### src/rtl/cpu_defs.sv
// Shared CPU definitions: mul/div opcodes plus the
// request bundle and state type of the mul/div scheduler.
package cpu_defs;

  typedef enum logic [3:0] {
    OP_NOP,
    OP_MULT,
    OP_MULTU,
    OP_MUL,
    OP_MADD,
    OP_MADDU,
    OP_MSUB,
    OP_MSUBU,
    OP_DIV,
    OP_DIVU
  } Oper_t;

  typedef struct packed {
    Oper_t       op;
    logic [31:0] reg1;
    logic [31:0] reg2;
    logic [63:0] hilo;
  } mdu_req_t;

  typedef enum logic [1:0] {
    ST_IDLE,
    ST_RUN_A,
    ST_RUN_B,
    ST_HOLD
  } muldiv_sched_state_t;

  // MUL only returns a GPR value; every other unit op lands in HI/LO
  function automatic logic op_writes_hilo(Oper_t op);
    return (op != OP_MUL) && (op != OP_NOP);
  endfunction

endpackage

### src/rtl/muldiv_sched_if.sv
// Bus between the mul/div scheduler (master) and the
// shared multi-cycle mul/div unit (slave).
interface muldiv_sched_if;
  import cpu_defs::*;

  Oper_t       mdu_op;
  logic [31:0] mdu_reg1;
  logic [31:0] mdu_reg2;
  logic [63:0] mdu_hilo;
  logic        mdu_flush;
  logic [63:0] mdu_ret;
  logic        mdu_busy;

  modport master (
    output mdu_op,
    output mdu_reg1,
    output mdu_reg2,
    output mdu_hilo,
    output mdu_flush,
    input  mdu_ret,
    input  mdu_busy
  );

  modport slave (
    input  mdu_op,
    input  mdu_reg1,
    input  mdu_reg2,
    input  mdu_hilo,
    input  mdu_flush,
    output mdu_ret,
    output mdu_busy
  );

endinterface

### src/rtl/muldiv_sched.sv
// Shares one mul/div unit between EX slots A (older) and B,
// forwarding A's HI/LO result into B's accumulate operand.
module muldiv_sched
  import cpu_defs::*;
#(
  parameter int TIMEOUT_CYC = 63
) (
  input  logic        clk,
  input  logic        rst,
  input  logic        flush,
  input  logic        ex_advance,
  input  logic        a_valid,
  input  Oper_t       a_op,
  input  logic [31:0] a_reg1,
  input  logic [31:0] a_reg2,
  input  logic [63:0] a_hilo,
  input  logic        b_valid,
  input  Oper_t       b_op,
  input  logic [31:0] b_reg1,
  input  logic [31:0] b_reg2,
  input  logic [63:0] b_hilo,
  output logic        stall,
  output logic [63:0] a_ret,
  output logic [63:0] b_ret,
  muldiv_sched_if.master mdu
);

  muldiv_sched_state_t state_q;
  mdu_req_t            req_a;
  mdu_req_t            req_b;
  mdu_req_t            drive;
  logic                b_pend;
  logic                kill;
  logic                running;
  logic                done;
  logic [63:0]         fwd_hilo;
  logic [7:0]          run_cyc;

  assign kill    = rst | flush;
  assign running = (state_q == ST_RUN_A)
                 | (state_q == ST_RUN_B);
  assign done    = running & ~mdu.mdu_busy;

  assign stall = running
               | ((state_q == ST_IDLE)
                  & (a_valid | b_valid));

  assign fwd_hilo = op_writes_hilo(req_a.op)
                  ? mdu.mdu_ret : req_b.hilo;

  always_comb begin
    drive = '0;
    unique case (1'b1)
      state_q == ST_RUN_A: drive = req_a;
      state_q == ST_RUN_B: drive = req_b;
      default:             drive = '0;
    endcase
  end

  assign mdu.mdu_op    = drive.op;
  assign mdu.mdu_reg1  = drive.reg1;
  assign mdu.mdu_reg2  = drive.reg2;
  assign mdu.mdu_hilo  = drive.hilo;
  assign mdu.mdu_flush = kill;

  always_ff @(posedge clk) begin
    if (kill) begin
      state_q <= ST_IDLE;
      req_a   <= '0;
      req_b   <= '0;
      b_pend  <= 1'b0;
      a_ret   <= '0;
      b_ret   <= '0;
    end else begin
      unique case (state_q)
        ST_IDLE: begin
          if (a_valid) begin
            req_a   <= '{a_op, a_reg1, a_reg2, a_hilo};
            req_b   <= '{b_op, b_reg1, b_reg2, b_hilo};
            b_pend  <= b_valid;
            state_q <= ST_RUN_A;
          end else if (b_valid) begin
            req_b   <= '{b_op, b_reg1, b_reg2, b_hilo};
            b_pend  <= 1'b1;
            state_q <= ST_RUN_B;
          end
        end
        ST_RUN_A: begin
          if (done) begin
            a_ret <= mdu.mdu_ret;
            if (b_pend) begin
              req_b.hilo <= fwd_hilo;
              state_q    <= ST_RUN_B;
            end else begin
              state_q <= ST_HOLD;
            end
          end
        end
        ST_RUN_B: begin
          if (done) begin
            b_ret   <= mdu.mdu_ret;
            b_pend  <= 1'b0;
            state_q <= ST_HOLD;
          end
        end
        ST_HOLD: begin
          if (ex_advance)
            state_q <= ST_IDLE;
        end
        default: state_q <= ST_IDLE;
      endcase
    end
  end

  // Watchdog: cycles already spent in the current RUN state
  always_ff @(posedge clk) begin
    if (kill || !running || done)
      run_cyc <= '0;
    else if (run_cyc != 8'hFF)
      run_cyc <= run_cyc + 8'd1;
  end

  always_ff @(posedge clk) begin
    if (!kill && running)
      assert (int'(run_cyc) < TIMEOUT_CYC)
        else $error("muldiv_sched: run watchdog expired");
    if (!rst)
      assert (!(ex_advance && stall))
        else $error("muldiv_sched: ex_advance while stalled");
  end

endmodule
### src/flat_wrapper.sv
// flat-port wrapper written by rule: the top's interface ports become plain ports
module muldiv_sched_flat import cpu_defs::*;
#(
  parameter int TIMEOUT_CYC = 63
)
  (clk, rst, flush, ex_advance, a_valid, a_op, a_reg1, a_reg2, a_hilo, b_valid, b_op, b_reg1, b_reg2, b_hilo, stall, a_ret, b_ret, mdu_mdu_op, mdu_mdu_reg1, mdu_mdu_reg2, mdu_mdu_hilo, mdu_mdu_flush, mdu_mdu_ret, mdu_mdu_busy);
  muldiv_sched_if mdu_i ();
  input  logic clk;
  input  logic rst;
  input  logic flush;
  input  logic ex_advance;
  input  logic a_valid;
  input  Oper_t a_op;
  input  logic [31:0] a_reg1;
  input  logic [31:0] a_reg2;
  input  logic [63:0] a_hilo;
  input  logic b_valid;
  input  Oper_t b_op;
  input  logic [31:0] b_reg1;
  input  logic [31:0] b_reg2;
  input  logic [63:0] b_hilo;
  output logic stall;
  output logic [63:0] a_ret;
  output logic [63:0] b_ret;
  output wire logic [$bits(mdu_i.mdu_op)-1:0] mdu_mdu_op;
  output wire logic [$bits(mdu_i.mdu_reg1)-1:0] mdu_mdu_reg1;
  output wire logic [$bits(mdu_i.mdu_reg2)-1:0] mdu_mdu_reg2;
  output wire logic [$bits(mdu_i.mdu_hilo)-1:0] mdu_mdu_hilo;
  output wire logic [$bits(mdu_i.mdu_flush)-1:0] mdu_mdu_flush;
  input wire logic [$bits(mdu_i.mdu_ret)-1:0] mdu_mdu_ret;
  input wire logic [$bits(mdu_i.mdu_busy)-1:0] mdu_mdu_busy;
  assign mdu_mdu_op = mdu_i.mdu_op;
  assign mdu_mdu_reg1 = mdu_i.mdu_reg1;
  assign mdu_mdu_reg2 = mdu_i.mdu_reg2;
  assign mdu_mdu_hilo = mdu_i.mdu_hilo;
  assign mdu_mdu_flush = mdu_i.mdu_flush;
  assign mdu_i.mdu_ret = mdu_mdu_ret;
  assign mdu_i.mdu_busy = mdu_mdu_busy;
  muldiv_sched #(.TIMEOUT_CYC(TIMEOUT_CYC)) u_core (.clk(clk), .rst(rst), .flush(flush), .ex_advance(ex_advance), .a_valid(a_valid), .a_op(a_op), .a_reg1(a_reg1), .a_reg2(a_reg2), .a_hilo(a_hilo), .b_valid(b_valid), .b_op(b_op), .b_reg1(b_reg1), .b_reg2(b_reg2), .b_hilo(b_hilo), .stall(stall), .a_ret(a_ret), .b_ret(b_ret), .mdu(mdu_i));
endmodule
### config.mk
export PLATFORM = sky130hd
export DESIGN_NAME = muldiv_sched_flat
export DESIGN_NICKNAME = d
export VERILOG_FILES = /design/src/rtl/cpu_defs.sv /design/src/rtl/muldiv_sched_if.sv /design/src/rtl/muldiv_sched.sv /design/src/flat_wrapper.sv
export SDC_FILE = /design/constraint.sdc
export NUM_CORES = 1
export LEC_CHECK = 0
export ABC_AREA = 1
export ABC_CLOCK_PERIOD_IN_PS = 4600
export CORE_MARGIN = 2
export CORE_UTILIZATION = 25
export DETAILED_ROUTE_END_ITERATION = 8
export PLACE_DENSITY_LB_ADDON = 0.12
export SLEW_MARGIN = 20
export SYNTH_ARGS = -nofsm -noshare
export SYNTH_HDL_FRONTEND = slang
export SYNTH_SLANG_ARGS = --single-unit
### constraint.sdc
create_clock -name clk -period 4.6 [get_ports clk]
set_input_delay 0.46 -clock clk [delete_from_list [all_inputs] [get_ports clk]]
set_output_delay 0.46 -clock clk [all_outputs]
set_load 0.005 [all_outputs]
==> results.sh <==
export IMPL_status="completed"
export IMPL_nFillCells=7153
export IMPL_routed_via_density=4.58
export IMPL_final_cells=3881
export IMPL_cts_buffers=49
export IMPL_ant_nets=0
export IMPL_ir_drop_mv=0.268
export IMPL_r2r_start="u_core.state_q[1]$_SDFFE_PP0P_"
export IMPL_synth_edff_count=0
export IMPL_critPathCaptureType="primary output"
export IMPL_overflow=0
export IMPL_cts_buffer_depth=3
export IMPL_ctsRootBufferMaster="clkbuf_16"
export IMPL_cts_resized=0
export IMPL_layout_common_cells="655 x nor2_1, 596 x clkdlybuf4s50_1, 409 x nand2_1, 395 x dfxtp_1, 332 x o21ai_0"
export IMPL_clkPwrFrac_pct=41.0
export IMPL_synthMuxAreaShare_pct=0
export IMPL_syn_area_um2=16900
export IMPL_maxCapViolCount=0
export IMPL_grt_pass1_vias=17749
export IMPL_hold_class="reg2reg"
export IMPL_grt_pass1_wl_um=111000
export IMPL_nNetsFinal=3306
export IMPL_grt_start_max_net_pins=156
export IMPL_critical_path_class="reg2out"
export IMPL_cts_clk_slew_worst_paths_ps=60
export IMPL_cp_start_kind="register"
export IMPL_final_util_pct=37.2
export IMPL_critPathLaunch="u_core.state_q[0]$_SDFFE_PP0P_"
export IMPL_drv_slew=0
export IMPL_synth_distinct_cells=22
export IMPL_ys_seq_area_share_pct=46.7
export IMPL_grt_util_all_layers_pct=20.4
export IMPL_drt_iter0_markers=1149
export IMPL_cp_max_fo=72
export IMPL_port_buffer_count=596
export IMPL_holdCritStartpoint="u_core.a_ret[54]$_SDFFE_PP0P_"
export IMPL_num_rows=95
export IMPL_start_util_pct=25.2
export IMPL_rsz0062_at_grt="no"
export IMPL_layout_drive_gt1_share_pct=3.73
export IMPL_p_leak_nw=9.51
export IMPL_p_seq_share_pct=40.6
export IMPL_coreArea_um2=67200
export IMPL_dieArea_um2=69800
export IMPL_fmax_mhz=276
export IMPL_num_vias=17781
export IMPL_switchingPower_mw=2.71
export IMPL_antenna_found_initial=12
export IMPL_area_growth_pct=47.5
export IMPL_synth_xor_area_share_pct=0
export IMPL_cts_sinks=395
export IMPL_synth_compound_area_share_pct=17.7
export IMPL_ctsHoldBuffers=0
export IMPL_h_tree_depth=2
export IMPL_tns_ps=0
export IMPL_hpwl_um=50700
export IMPL_cts_tree="built"
export IMPL_cts_setup_buffers=0
export IMPL_ys_async_sr_fraction_pct=0
export IMPL_yosys_warnings=0
export IMPL_fin_hold_ws_ps=442
export IMPL_dp_cells=3788
export IMPL_die_x_um=264
export IMPL_intPower_mw=6.48
export IMPL_wire_per_inst_um=19.0
export IMPL_gp_congestion=0.848
export IMPL_p_per_area_nw_per_um2=368
export IMPL_combPwrFrac_pct=18.4
export IMPL_io_pins=597
export IMPL_cp_required_ps=4140
export IMPL_slew_headroom_pct=32.0
export IMPL_syn_avg_cell_area_um2=6.80
export IMPL_wl_um=73800
export IMPL_finalSetupViolations=0
export IMPL_first_pass_iters=7
export IMPL_design_area_um2=25000
export IMPL_syn_inst=2489
export IMPL_final_common_cell="nor2_1"
export IMPL_arrival_ps=3160
export IMPL_p_sw_share_pct=29.5
export IMPL_hold_violations=0
export IMPL_period_needed_ps=3620
export IMPL_tightest_slew_ps=1020
export IMPL_remaining_drc_errors=0
export IMPL_syn_nets=2829
export IMPL_skew_ps=22.2
export IMPL_ys_ff_latch=395
export IMPL_synthSimpleGateAreaFrac_pct=26.5
export IMPL_die_h_um=264
export IMPL_synth_top_family_by_area="simple AND/OR/NAND/NOR gates"
export IMPL_dpl_cell_area_um2=23400
export IMPL_insertion_delay_ps=590
export IMPL_post_route_period_util_pct=78.7
export IMPL_synthFlopType="dfxtp_1"
export IMPL_synth_adder_area_share_pct=0.369
-- cell type report --
class / instances / area (um2) / area share [%]
diodes: 8 / 20.0 / 0.0802
clock buffers: 80 / 1430 / 5.74
clock inverters: 5 / 90.1 / 0.361
inverters: 151 / 572 / 2.29
multi-input cells: 1747 / 7620 / 30.5
flip-flops and latches: 395 / 7910 / 31.7
well taps: 873 / 1090 / 4.37
repair buffers: 622 / 6240 / 25.0
-- per-stage QoR --
stage | setup slack (ps) | power [mW]
6_report | 980 | 9.20
5_1_grt | 762 | 9.69
4_1_cts | 887 | 9.36
3_5_place_dp | 1390 | 5.52
3_3_place_gp | 1480 | 5.50
2_1_floorplan | 2640 | 4.77
-- critical path: stages (launching register included) --
cell	delay [ps]
dfxtp_1	440
inv_1	130
ha_1	400
inv_4	700
buf_12	320
a21oi_1	90
clkdlybuf4s50_1	450
-- state kept, by name, indices dropped and copies added, names as in the netlist --
signal / flops
u_core.a_ret: 64
u_core.b_pend: 1
u_core.state_q: 2
u_core.req_a: 132
u_core.b_ret: 64
u_core.req_b: 132
-- final timing paths --
| check | cells past startpoint | slack (ps) | endpoint |
|---|---|---|---|
| max | 6 | 980 | mdu_mdu_reg1[0] |
| min | 2 | 440 | u_core.a_ret[54]$_SDFFE_PP0P_ |
| max reg2reg | 11 | 1440 | u_core.req_b[16]$_SDFFE_PP0P_ |
| min reg2reg | 2 | 440 | u_core.a_ret[54]$_SDFFE_PP0P_ |
-- logic make-up (layout without fill, tap and decap cells) --
logic type | count (synthesis) | count (layout)
other cells | 0 | 8
flops | 395 | 395
simple gates | 1143 | 1143
buf+inv | 347 | 858
fa+ha+maj | 5 | 5
compound gates | 599 | 599
-- cell usage after synthesis (2+ instances only) --
cell / instances / area share, %
nand4_1: 64 / 2.4
buf_4: 14 / 0.62
inv_2: 9 / 0.20
clkbuf_4: 2 / 0.089
buf_6: 6 / 0.40
inv_1: 142 / 3.1
buf_1: 18 / 0.40
ha_1: 5 / 0.37
o21ai_0: 332 / 9.8
clkbuf_2: 7 / 0.21
nand3_1: 5 / 0.15
a21oi_1: 267 / 7.9
nor2_1: 656 / 15
nand2_1: 413 / 9.2
buf_2: 48 / 1.4
clkbuf_1: 101 / 2.2
dfxtp_1: 395 / 47
-- power groups by stage --
stage,sequential [mW],combinational [mW],clock [mW]
4_1_cts,3.73,1.72,3.90
5_1_grt,3.75,1.90,4.04
6_report,3.73,1.70,3.77
3_3_place_gp,3.80,1.70,0
2_1_floorplan,3.77,1.00,0
3_5_place_dp,3.80,1.72,0
-- per-layer routing --
layer	up-vias	part of all wire, %	global-route usage [%]
met1	8228	43	25.3
met2	547	46	34.1
met3	100	7.9	6.06
li1	8898	-	-
met4	8	2.6	6.11
met5	-	0.075	0
Note: power is estimated with default switching activity, not from simulation.
